### config.mk
export PLATFORM = sky130hd
export DESIGN_NAME = lcd1602_bus_receiver
export DESIGN_NICKNAME = d
export VERILOG_FILES = /design/src/rtl/lcd1602_bus_receiver.sv
export SDC_FILE = /design/constraint.sdc
export NUM_CORES = 1
export LEC_CHECK = 0
export CAP_MARGIN = 20
export CORE_MARGIN = 4
export CORE_UTILIZATION = 60
export CTS_CLUSTER_DIAMETER = 120
export DETAILED_ROUTE_END_ITERATION = 6
export PLACE_DENSITY = 0.78
export SYNTH_ARGS = -nofsm -noshare
export SYNTH_HDL_FRONTEND = slang
export SYNTH_SLANG_ARGS = --single-unit
### constraint.sdc
create_clock -name clk -period 14.65 [get_ports clk]
set_input_delay 2.93 -clock clk [delete_from_list [all_inputs] [get_ports clk]]
set_output_delay 2.93 -clock clk [all_outputs]
set_load 0.005 [all_outputs]
### src/rtl/lcd1602_bus_receiver.sv
// LCD1602 (HD44780) bus receiver: snoops controller writes into a
// 32-character buffer and mirrors cursor and configuration state.
module lcd1602_bus_receiver #(
  parameter int         MIN_EN_HIGH = 2,
  parameter logic [7:0] CLEAR_CHAR  = 8'h20
) (
  input  logic       clk,
  input  logic       reset,
  input  logic       rs,
  input  logic       rw,
  input  logic       enable,
  input  logic [7:0] data,
  input  logic [4:0] rd_idx,
  output logic [7:0] rd_char,
  output logic [4:0] cursor_idx,
  output logic       display_on,
  output logic       cursor_on,
  output logic       blink_on,
  output logic       inc_mode,
  output logic       two_line,
  output logic       busy,
  output logic       cmd_strobe,
  output logic       data_strobe,
  output logic [7:0] last_cmd,
  output logic       addr_err,
  output logic       rd_err,
  output logic       overrun
);

  localparam int CW =
    (MIN_EN_HIGH < 1) ? 1 : $clog2(MIN_EN_HIGH + 1);
  localparam logic [CW-1:0] MIN_W = CW'(MIN_EN_HIGH);

  typedef enum logic [1:0] {
    IDLE,
    HIGH,
    DECODE,
    CLEAR
  } state_t;

  state_t        state;
  logic [10:0]   sync1;
  logic [10:0]   sync2;
  logic          rs_s;
  logic          rw_s;
  logic          en_s;
  logic [7:0]    d_s;
  logic [CW-1:0] hi_cnt;
  logic          lat_rs;
  logic          lat_rw;
  logic [7:0]    lat_d;
  logic          fell;
  logic          accept;
  logic [4:0]    clr_idx;
  logic [4:0]    cur_inc;
  logic [4:0]    cur_dec;
  logic [7:0]    mem [32];

  always_ff @(posedge clk or posedge reset) begin
    if (reset) begin
      sync1 <= '0;
      sync2 <= '0;
    end else begin
      sync1 <= {rs, rw, enable, data};
      sync2 <= sync1;
    end
  end

  assign {rs_s, rw_s, en_s, d_s} = sync2;

  // Width counter runs in every state so a transfer that ends
  // during a clear can still be recognised and flagged.
  always_ff @(posedge clk or posedge reset) begin
    if (reset) begin
      hi_cnt <= '0;
      lat_rs <= 1'b0;
      lat_rw <= 1'b0;
      lat_d  <= '0;
    end else if (en_s) begin
      if (hi_cnt != '1) hi_cnt <= hi_cnt + 1'b1;
      lat_rs <= rs_s;
      lat_rw <= rw_s;
      lat_d  <= d_s;
    end else begin
      hi_cnt <= '0;
    end
  end

  assign fell    = !en_s && (hi_cnt != '0);
  assign accept  = fell && (hi_cnt >= MIN_W);
  assign cur_inc = cursor_idx + 5'd1;
  assign cur_dec = cursor_idx - 5'd1;

  always_ff @(posedge clk or posedge reset) begin
    if (reset) begin
      for (int i = 0; i < 32; i++) mem[i] <= CLEAR_CHAR;
      state       <= IDLE;
      clr_idx     <= '0;
      cursor_idx  <= '0;
      inc_mode    <= 1'b1;
      display_on  <= 1'b0;
      cursor_on   <= 1'b0;
      blink_on    <= 1'b0;
      two_line    <= 1'b0;
      busy        <= 1'b0;
      last_cmd    <= '0;
      rd_char     <= '0;
      cmd_strobe  <= 1'b0;
      data_strobe <= 1'b0;
      addr_err    <= 1'b0;
      rd_err      <= 1'b0;
      overrun     <= 1'b0;
    end else begin
      cmd_strobe  <= 1'b0;
      data_strobe <= 1'b0;
      addr_err    <= 1'b0;
      rd_err      <= 1'b0;
      overrun     <= 1'b0;
      rd_char     <= mem[rd_idx];
      unique case (state)
        IDLE, HIGH: begin
          if (accept)    state <= DECODE;
          else if (en_s) state <= HIGH;
          else           state <= IDLE;
        end
        DECODE: begin
          state <= IDLE;
          if (lat_rw) begin
            rd_err <= 1'b1;
          end else if (lat_rs) begin
            data_strobe     <= 1'b1;
            mem[cursor_idx] <= lat_d;
            cursor_idx      <= inc_mode ? cur_inc : cur_dec;
          end else begin
            cmd_strobe <= 1'b1;
            last_cmd   <= lat_d;
            unique case (1'b1)
              lat_d[7]: begin
                if (lat_d[6:4] == 3'b000 || lat_d[6:4] == 3'b100)
                  cursor_idx <= {lat_d[6], lat_d[3:0]};
                else
                  addr_err <= 1'b1;
              end
              lat_d[7:6] == 2'b01: ;
              lat_d[7:5] == 3'b001: two_line <= lat_d[3];
              lat_d[7:4] == 4'b0001: begin
                if (!lat_d[3])
                  cursor_idx <= lat_d[2] ? cur_inc : cur_dec;
              end
              lat_d[7:3] == 5'b00001: begin
                display_on <= lat_d[2];
                cursor_on  <= lat_d[1];
                blink_on   <= lat_d[0];
              end
              lat_d[7:2] == 6'b000001: inc_mode <= lat_d[1];
              lat_d[7:1] == 7'b0000001: cursor_idx <= '0;
              lat_d == 8'h01: begin
                state   <= CLEAR;
                busy    <= 1'b1;
                clr_idx <= '0;
              end
              default: ;
            endcase
          end
        end
        CLEAR: begin
          mem[clr_idx] <= CLEAR_CHAR;
          clr_idx      <= clr_idx + 5'd1;
          if (accept) overrun <= 1'b1;
          if (clr_idx == 5'd31) begin
            busy       <= 1'b0;
            state      <= IDLE;
            cursor_idx <= '0;
            inc_mode   <= 1'b1;
          end
        end
        default: state <= IDLE;
      endcase
    end
  end

endmodule

==> metrics.cfg, run 1 <==
[outcome]
outcome=finished clean

[setup_path]
crit_arrival_ns=5.66
startpoint_type=input port
path_class=in2async
crit_path_end_kind=async pin
cp.required_ns=15.20
reg2reg_depth=6
r2r-end=mem[208]$_DFFE_PP0P_
crit_path_start=reset
path_max_fanout=122
rrSetupSlack_ns=11.31
reg2reg_from=lat_rs$_DFFE_PP0P_
crit_path_end=mem[107]$_DFFE_PP0P_

[logic_synthesis]
syn_inst=1113
ys_top_cells_by_area=dfrtp_1 (50%), a22o_1 (13%), mux4_2 (12%)
syn_nets=1141
ys_seq_area_share_pct=56.1
yosys_warnings=0
async_flop_share_pct=100
syn_avg_cell_area_um2=13.2
synth_seq_cells=329
synth_cell_types=60
synth_top_area_cell=dfrtp_1
ys.flop_type=dfrtp_1
synth_area_um2=14700
synth_edf_count=0
netlist.area_leader.share_pct=50.3

[sta]
tns_ns=0
drv_slew=0
setup-violations-final=0
min_period_ns=5.11
rsz0062_at_grt=false
max_clock_freq_mhz=196
tightest_slew_ns=1.20
hold_viol_final=0
fin_hold_ws_ns=0.347
finalCritPeriodShare_pct=34.9
skew_ns=0.0210
slew_headroom_pct=19.9

[cts]
cts_hold_buf=0
clock_sinks=329
cts_tree=built
cts_buffer_depth=3
ctsResizeCount=0
htreeDepth=2
clkTransAtPathRegs_ns=0.06
root_buffer=clkbuf_16
numCtsBuffers=35
cts_setup_buffers=0
clk-insertion-delay-late_ns=0.53

[global_routing]
grt_pass1_vias=10900
grt_pass1_wl_mm=65.4
grt_antenna_before_repair=0
grt_max_degree=123
globalRouteOverflowTotal=0
grt.total_usage_pct=31.8

[die]
core-area_um2=24200
die_x_um=165
ios=50
initial_core_util_pct=60.8
dieArea_um2=27100
std_cell_rows=57
die_y_um=165

[finish]
nets=1168
syn_to_final_growth_pct=12.8
num_antenna_cells=0
drive_gt1_share_pct=19.2

[routing]
via_per_inst=7.16
drc_errors=0
wl_met1_mm=16.1
dr_wl_met3_mm=4.76
drtAntennaViolNets=0
wl_per_cell_um=27.9
dr.first_iter.drc_count=1688
first_pass_iters=5
wirelength_mm=41.6
vias=10700
dr_wl_met2_mm=18.9
maxUsedRoutingLayer=met4

[pwr]
irDropWorstVdd_uv=111
leakagePower_nw=7.39
p_per_area_nw_per_um2=154

[run]
maxCapViolations=0

[place]
place_congestion=0.945
port_buffers=49
hpwl_mm=26.9

[hold_path]
holdCritPathClass=reg2reg

registers in the layout (all words and copies together), names as in the netlist:
name	flops
mem	256
sync1	11
sync2	11
last_cmd	8
lat_d	8
rd_char	8
clr_idx	5
cursor_idx	5
hi_cnt	2
state	2
addr_err	1
blink_on	1
busy	1
cmd_strobe	1
cursor_on	1
data_strobe	1
display_on	1
inc_mode	1
lat_rs	1
lat_rw	1
overrun	1
rd_err	1
two_line	1
how the worst min path moves through the flow:
stage / start / slack [ns] / depth (start not counted) / to
4_1_cts: sync1[7]$_DFF_PP0_ / 0.35 / 0 / sync2[7]$_DFF_PP0_
6_report: sync1[7]$_DFF_PP0_ / 0.35 / 0 / sync2[7]$_DFF_PP0_
3_3_place_gp: sync1[7]$_DFF_PP0_ / 0.33 / 0 / sync2[7]$_DFF_PP0_
3_5_place_dp: sync1[7]$_DFF_PP0_ / 0.33 / 0 / sync2[7]$_DFF_PP0_
2_1_floorplan: sync1[0]$_DFF_PP0_ / 0.33 / 0 / sync2[0]$_DFF_PP0_
5_1_grt: sync1[8]$_DFF_PP0_ / 0.35 / 0 / sync2[8]$_DFF_PP0_
worst max-delay path: stages:
cell and delay [ns]:
clkdlybuf4s50_1 0.50, inv_8 0.58, buf_4 0.81, buf_4 0.75
metal layers:
layer,GRT usage [%],vias up
li1,-,4335
met1,44.4,5419
met4,13.0,0
met2,47.6,759
met3,9.08,158
met5,0,-
through the flow:
stage / cell area [um^2] / utilization (%) / setup WS, ns / std cells / power (mW)
CTS: 16600 / 68.5 / 9.42 / 1489 / 2.56
detailed placement: 15400 / 63.5 / 8.88 / 1425 / 1.64
global route: 16600 / 68.5 / 9.14 / 1491 / 2.66
floorplan: 14700 / - / 2.66 / 1113 / 1.46
global placement: 15400 / 63.5 / 8.93 / 1425 / 1.62
finish: 16600 / 68.5 / 9.54 / 1491 / 2.56
where the power goes:
part | total (mW) | switching, mW | internal (mW) | leakage (nW)
Combinational | 0.471 | 0.252 | 0.219 | 2.43
Clock | 0.922 | 0.366 | 0.556 | 0.591
Sequential | 1.17 | 0.119 | 1.05 | 4.36
Total | 2.56 | 0.737 | 1.83 | 7.39
cell type report:
type | count | area (um^2)
sequential | 329 | 8270
inverter | 30 | 120
clock inverter | 15 | 199
fill | 1626 | 7630
tap | 324 | 405
timing repair buffer | 67 | 618
clock buffer | 49 | 1010
multi-input combinational | 677 | 5990
Yosys cell counts (4+ instances only):
cell,count
dfrtp_1,296
a22o_1,227
nor2_1,81
mux4_2,80
nand2_1,69
clkbuf_1,52
o21ai_0,34
dfstp_2,33
inv_1,28
a21oi_1,25
mux2_2,24
a22oi_1,15
buf_2,14
nand3_1,14
ha_1,10
nor3_1,10
and3_1,6
buf_6,6
nand3b_1,6
o32a_1,6
or3_1,5
nand4_1,4
o22a_1,4
cells in the final DEF (no fill, tap or decap), types with 3 or more instances in the layout:
master / Yosys / final
clkbuf_1: 52 / 7
mux2i_1: 3 / 3
mux4_2: 80 / 80
nor3b_1: 3 / 3
nand4_1: 4 / 4
nand2b_1: 3 / 3
inv_1: 28 / 27
nor3_1: 10 / 10
a21oi_1: 25 / 25
or3b_2: 3 / 3
a22oi_1: 15 / 15
and3_1: 6 / 6
a22o_1: 227 / 227
mux2_2: 24 / 24
dfrtp_1: 296 / 296
clkbuf_8: 0 / 6
ha_1: 10 / 10
nand2_1: 69 / 69
clkbuf_16: 0 / 36
clkinv_2: 0 / 6
dfstp_2: 33 / 33
buf_4: 2 / 18
a31oi_1: 3 / 3
or3_1: 5 / 5
o22a_1: 4 / 4
o21ai_0: 34 / 34
nand3_1: 14 / 14
clkdlybuf4s50_1: 0 / 47
nor2_1: 81 / 81
nand3b_1: 6 / 6
nor4_1: 3 / 3
o32a_1: 6 / 6
bufinv_16: 0 / 4
a211oi_1: 3 / 3
kinds of logic (layout without fill, tap and decap cells):
kind of cell	count (synthesis)	in the layout	synth area share, %
buffers and inverters	107	161	3.20
AO/OA/AOI/OAI	335	335	18.3
adder cells (fa/ha/maj)	10	10	0.849
AND/OR/NAND/NOR	222	222	7.06
flip-flops	329	329	56.1
multiplexers	107	107	14.3
XOR/XNOR	3	3	0.178
Note: power is estimated with default switching activity, not from simulation.
==> run 2: changes to the inputs <==
--- a/config.mk
+++ b/config.mk
@@ -7,10 +7,10 @@
 export LEC_CHECK = 0
 export CAP_MARGIN = 20
 export CORE_MARGIN = 4
-export CORE_UTILIZATION = 60
+export CORE_UTILIZATION = 55
 export CTS_CLUSTER_DIAMETER = 120
 export DETAILED_ROUTE_END_ITERATION = 6
-export PLACE_DENSITY = 0.78
+export PLACE_DENSITY = 0.76
 export SYNTH_ARGS = -nofsm -noshare
 export SYNTH_HDL_FRONTEND = slang
 export SYNTH_SLANG_ARGS = --single-unit
==> constraint.sdc (replaced) <==
create_clock -name clk -period 4.3 [get_ports clk]
set_input_delay 0.86 -clock clk [delete_from_list [all_inputs] [get_ports clk]]
set_output_delay 0.86 -clock clk [all_outputs]
set_load 0.005 [all_outputs]
==> metrics.cfg, run 2 (synthesis results as in run 1) <==
[routing]
via_per_inst=7.09  ; -0.97%
drc_errors=0  ; unchanged
drtAntennaViolNets=0  ; unchanged
wl_per_cell_um=26.8  ; -4.0%
first_pass_iters=6  ; +1
dr.first_iter.drc_count=1350  ; -20%
vias=10700  ; +0.028%
wirelength_mm=40.4  ; -3.1%

[setup_path]
path_cells=and4bb_2 -> nand2_1 -> nor2_1 -> a21oi_1 -> a22o_1
crit_arrival_ns=3.46  ; -2.20 ns
critPathBufInv=0  ; -4
crit_path_end_kind=flip-flop
path_max_fanout=28  ; -77%
cp.required_ns=4.75  ; -10.45 ns
critPathSlowestCell=dfrtp_1
r2r-end=mem[198]$_DFFE_PP0P_
reg2reg_depth=5  ; -1
rrSetupSlack_ns=1.28  ; -10.03 ns
crit_family=simple AND/OR/NAND/NOR gates
path_class=reg2reg
startpoint_type=flip-flop
reg2reg_from=state[0]$_DFFE_PP0P_
cpPeakStageDelay_ns=0.95  ; +0.14 ns

[sta]
tightest_slew_ns=1.13  ; -0.0738 ns
drv_slew=0  ; unchanged
finalCritPeriodShare_pct=70.1
fin_hold_ws_ns=0.346  ; -0.000507 ns
rsz0062_at_grt=false
skew_ns=0.0208  ; -0.000155 ns
tns_ns=0  ; unchanged
setup-violations-final=0  ; unchanged
hold_viol_final=0  ; unchanged
max_clock_freq_mhz=332
min_period_ns=3.02
slew_headroom_pct=24.8  ; +4.9 points
setup_ws_ns=1.28  ; -8.25 ns

[outcome]
outcome=finished clean

[place]
pre_cts_ws_ns=1.04  ; -7.85 ns
hpwl_mm=26.7  ; -0.72%
place_congestion=0.944  ; -0.13%
port_buffers=49  ; unchanged

[pwr]
leakagePower_nw=7.43  ; +0.51%
p_per_area_nw_per_um2=524  ; +240%
total_power_mw=8.75  ; +240%
irDropWorstVdd_uv=364  ; +230%

[cts]
cts_buffer_depth=3  ; unchanged
clkTransAtPathRegs_ns=0.06  ; about the same
htreeDepth=2  ; unchanged
root_buffer=clkbuf_16
clock_sinks=329  ; unchanged
cts_tree=built
ctsResizeCount=0  ; unchanged
cts_setup_buffers=0  ; unchanged
numCtsBuffers=35  ; unchanged
cts_hold_buf=0  ; unchanged
clk-insertion-delay-late_ns=0.53  ; about the same

[finish]
syn_to_final_growth_pct=13.4
drive_gt1_share_pct=19.4  ; +0.19 points
layout_common_cells=dfrtp_1 (296), a22o_1 (227), nor2_1 (81)
largestRegisters=mem: 256 flops, sync1: 11 flops, sync2: 11 flops
nets=1173  ; +0.43%
largest_reg_flops=256  ; unchanged
final_util_pct=63.8  ; -4.8 points
mostFrequentLayoutCell=dfrtp_1
num_antenna_cells=0  ; unchanged
regMostFlops=mem

[global_routing]
grt_pass1_vias=10700  ; -1.6%
globalRouteOverflowTotal=0  ; unchanged
grt.total_usage_pct=28.0  ; -3.7 points
grt_max_degree=108  ; -12%
grt_antenna_before_repair=1  ; +1
grt_pass1_wl_mm=64.1  ; -2.0%

[die]
core-area_um2=26200  ; +8.1%
die_y_um=172  ; +4.2%
die_x_um=172  ; +4.2%
dieArea_um2=29500  ; +8.6%
ios=50  ; unchanged
initial_core_util_pct=56.2  ; -4.5 points
std_cell_rows=59  ; +3.5%

[hold_path]
holdCritPathClass=reg2reg
hp-start=sync1[9]$_DFF_PP0_
min_to=sync2[9]$_DFF_PP0_
min_path_cells=0  ; unchanged

[run]
maxCapViolations=0  ; unchanged

## run 2: cell count changes in the layout (fill, tap and decap cells not counted), sizes merged
cell,before,now
buf,19,25
clkinvlp,2,1
inv,30,29
## run 2: worst reg2reg max path, stage by stage, from the launching register on
cell and delay (ns):
dfrtp_1 0.95, and4bb_2 0.37, nand2_1 0.47, nor2_1 0.32, a21oi_1 0.62, a22o_1 0.24
## run 2: per-layer routing
metal | share of wire, % | vias up | global-route usage (%)
met2 | 44 | 707 | 40.4
li1 | - | 4351 | -
met3 | 12 | 106 | 8.16
met4 | 3.5 | 2 | 10.2
met5 | 0.042 | - | 0
met1 | 40 | 5508 | 41.0
## run 2: through the flow
| step | cell area, um^2 | instances |
|---|---|---|
| 5_1_grt | 16700 | 1506 |
| 3_5_place_dp | 15500 | 1442 |
| 6_report | 16700 | 1506 |
| 4_1_cts | 16700 | 1505 |
| 2_1_floorplan | 14700 | 1113 |
| 3_3_place_gp | 15500 | 1442 |
## run 2: how the worst max path moves through the flow
stage                         startpoint              endpoint  slack [ns]  cells past startpoint
floorplan                          reset    addr_err$_DFF_PP0_       -0.93                      1
global placement               rd_idx[1]  rd_char[7]$_DFF_PP0_        1.11                      5
detailed placement             rd_idx[1]  rd_char[7]$_DFF_PP0_        1.04                      5
CTS                 state[0]$_DFFE_PP0P_  mem[208]$_DFFE_PP0P_        1.38                      5
global route        state[0]$_DFFE_PP0P_  mem[208]$_DFFE_PP0P_        1.16                      5
finish              state[0]$_DFFE_PP0P_  mem[198]$_DFFE_PP0P_        1.28                      5
## run 2: area by class of cell
class                   instances  area (um^2)
repair buffers                 72          706
multi-input cells             677         5990
clock inverters                13          188
clock buffers                  50         1010
fillers                      1883         9500
inverters                      30          116
flip-flops and latches        329         8270
well taps                     335          419
## run 2: report_power, final
group          internal (mW)  switching, mW
clock                   1.89           1.23
combinational          0.756          0.843
sequential              3.58          0.440
total                   6.23           2.52
==> run 3: changes to the inputs <==
--- a/config.mk
+++ b/config.mk
@@ -7,10 +7,10 @@
 export LEC_CHECK = 0
 export CAP_MARGIN = 20
 export CORE_MARGIN = 4
-export CORE_UTILIZATION = 55
+export CORE_UTILIZATION = 60
 export CTS_CLUSTER_DIAMETER = 120
 export DETAILED_ROUTE_END_ITERATION = 6
-export PLACE_DENSITY = 0.76
+export PLACE_DENSITY = 0.78
 export SYNTH_ARGS = -nofsm -noshare
 export SYNTH_HDL_FRONTEND = slang
 export SYNTH_SLANG_ARGS = --single-unit
==> constraint.sdc (replaced) <==
create_clock -name clk -period 3.05 [get_ports clk]
set_input_delay 0.61 -clock clk [delete_from_list [all_inputs] [get_ports clk]]
set_output_delay 0.61 -clock clk [all_outputs]
set_load 0.005 [all_outputs]
==> metrics.cfg, run 3 (synthesis results as in run 1) <==
[outcome]
outcome=finished clean

[pwr]
p_int_mw=8.71  ; +40%
p_sw_mw=3.56  ; +41%
leakagePower_nw=7.53  ; +1.4%
netSwitchingFraction_pct=29.0  ; +0.22 points
seqPwrFrac_pct=46.0  ; about the same
combPwrFrac_pct=19.3  ; +1.0 points
irDropWorstVdd_uv=626  ; +72%
p_per_area_nw_per_um2=728  ; +39%
clockPowerShare_pct=34.7  ; -1.0 points

[finish]
nets=1200  ; +2.3%
mostFrequentLayoutCell=dfrtp_1
layout_common_cells=dfrtp_1 (296), a22o_1 (227), nor2_1 (81)
largestRegisters=mem: 256 flops, sync1: 11 flops, sync2: 11 flops
final_area_um2=16900  ; +0.91%
n_fill_cell=1636  ; -13%
seqCellArea_um2=8270  ; unchanged
syn_to_final_growth_pct=14.4
drive_gt1_share_pct=20.8  ; +1.5 points
num_antenna_cells=0  ; unchanged
layout.cells.non_filler=1519  ; +0.86%
multi_input_area_um2=5990  ; unchanged
regMostFlops=mem
largest_reg_flops=256  ; unchanged

[setup_path]
rrSetupSlack_ns=0.42  ; -0.86 ns
crit_path_end_kind=flip-flop
path_max_fanout=10  ; -64%
path_class=reg2reg
startpoint_type=flip-flop
cp.required_ns=3.50  ; -1.25 ns
crit_arrival_ns=3.07  ; -0.39 ns

[cts]
cts_buffer_depth=3  ; unchanged
ctsResizeCount=0  ; unchanged
cts_hold_buf=0  ; unchanged
clk-insertion-delay-late_ns=0.52  ; about the same
clock_sinks=329  ; unchanged
clkTransAtPathRegs_ns=0.06  ; about the same
root_buffer=clkbuf_16
cts_setup_buffers=0  ; unchanged
numCtsBuffers=35  ; unchanged
cts_tree=built
htreeDepth=2  ; unchanged

[place]
hpwl_mm=28.1  ; +5.3%
port_buffers=49  ; unchanged
place_congestion=0.950  ; +0.72%
dp_cells=1459  ; +1.2%
detailed_place.area_um2=15700  ; +1.4%

[sta]
skew_ns=0.0338  ; +0.0130 ns
tightest_slew_ns=0.904  ; -0.224 ns
drv_slew=0  ; unchanged
setup-violations-final=0  ; unchanged
finalCritPeriodShare_pct=86.1  ; +16 points
slew_headroom_pct=39.6  ; +15 points
min_period_ns=2.63  ; -0.388 ns
rsz0062_at_grt=false
max_clock_freq_mhz=381  ; +15%
hold_viol_final=0  ; unchanged

[routing]
wl_per_cell_um=27.7  ; +3.2%
vias=10800  ; +1.3%
drc_errors=0  ; unchanged
dr.first_iter.drc_count=1644  ; +22%
wirelength_mm=42.0  ; +4.1%
drtAntennaViolNets=0  ; unchanged
via_per_inst=7.12  ; +0.40%
first_pass_iters=6  ; unchanged

[die]
initial_core_util_pct=60.8  ; +4.5 points
die_x_um=165  ; -4.1%
core-area_um2=24200  ; -7.5%
ios=50  ; unchanged
dieArea_um2=27100  ; -8.0%
die_y_um=165  ; -4.1%
std_cell_rows=57  ; -3.4%

[global_routing]
grt_max_degree=74  ; -31%
grt_antenna_before_repair=0  ; -1
globalRouteOverflowTotal=0  ; unchanged
grt_pass1_vias=10800  ; +0.61%
grt.total_usage_pct=31.8  ; +3.8 points
grt_pass1_wl_mm=65.4  ; +2.1%

[hold_path]
holdCritPathClass=reg2reg

[run]
maxCapViolations=0  ; unchanged

==> run 3: changes by cell type in the layout (fill, tap and decap cells not counted) <==
cell,before,now
buf_12,4,6
buf_4,20,45
bufinv_16,4,3
clkbuf_1,8,10
clkbuf_16,36,35
clkbuf_8,6,8
clkinv_2,5,2
clkinv_4,1,0
clkinv_8,1,0
clkinvlp_4,1,2
inv_6,2,1
==> run 3: metal layers <==
metal	vias up	GRT usage (%)	part of all wire, %
met5	-	0	0
met4	0	12.9	4.6
met3	153	8.09	12
met2	787	46.9	44
met1	5477	46.0	39
li1	4392	-	-
==> run 3: path summary, 6_finish.rpt <==
kind                                            from                    to  depth (start not counted)
worst max-delay path            state[1]$_DFFE_PP0P_  mem[186]$_DFFE_PP0P_                          4
worst min register to register    sync1[4]$_DFF_PP0_    sync2[4]$_DFF_PP0_                          0
max in group asynchronous                      reset  mem[213]$_DFFE_PP1P_                          3
worst max register to register  state[1]$_DFFE_PP0P_  mem[186]$_DFFE_PP0P_                          4
min in group asynchronous                      reset   mem[30]$_DFFE_PP0P_                          2
worst min-delay path              sync1[4]$_DFF_PP0_    sync2[4]$_DFF_PP0_                          0
==> run 3: through the flow <==
stage          setup slack, ns  hold slack [ns]  utilization [%]  total power [mW]  TNS [ns]
6_report                 0.423            0.346             69.5              12.3         0
2_1_floorplan            -1.93            0.331                -              7.03   -594.57
5_1_grt                  0.310            0.353             69.5              12.7         0
4_1_cts                  0.554            0.348             69.5              12.2         0
3_5_place_dp             0.396            0.335             64.8              7.98         0
3_3_place_gp             0.442            0.331             64.8              7.90         0
==> run 3: power by group through the flow <==
stage,clock network [mW],registers (mW),logic (mW)
finish,4.26,5.64,2.37
CTS,4.30,5.60,2.34
detailed placement,0,5.65,2.33
global route,4.49,5.68,2.55
floorplan,0,5.37,1.66
global placement,0,5.66,2.24
==> run 3: final cells by class <==
| class | count | share of cell area (%) |
|---|---|---|
| sequential | 329 | 49.1 |
| multi-input combinational | 677 | 35.5 |
| clock buffer | 53 | 6.07 |
| timing repair buffer | 99 | 5.54 |
| tap | 324 | 2.40 |
| clock inverter | 7 | 0.690 |
| inverter | 30 | 0.690 |
==> run 3: worst max-delay path, cell delays in order (launching register included) <==
cell and delay (ns):
dfrtp_1 0.50, nor2b_1 0.49, nand4b_1 0.56, nor2_1 0.72
a22o_1 0.28
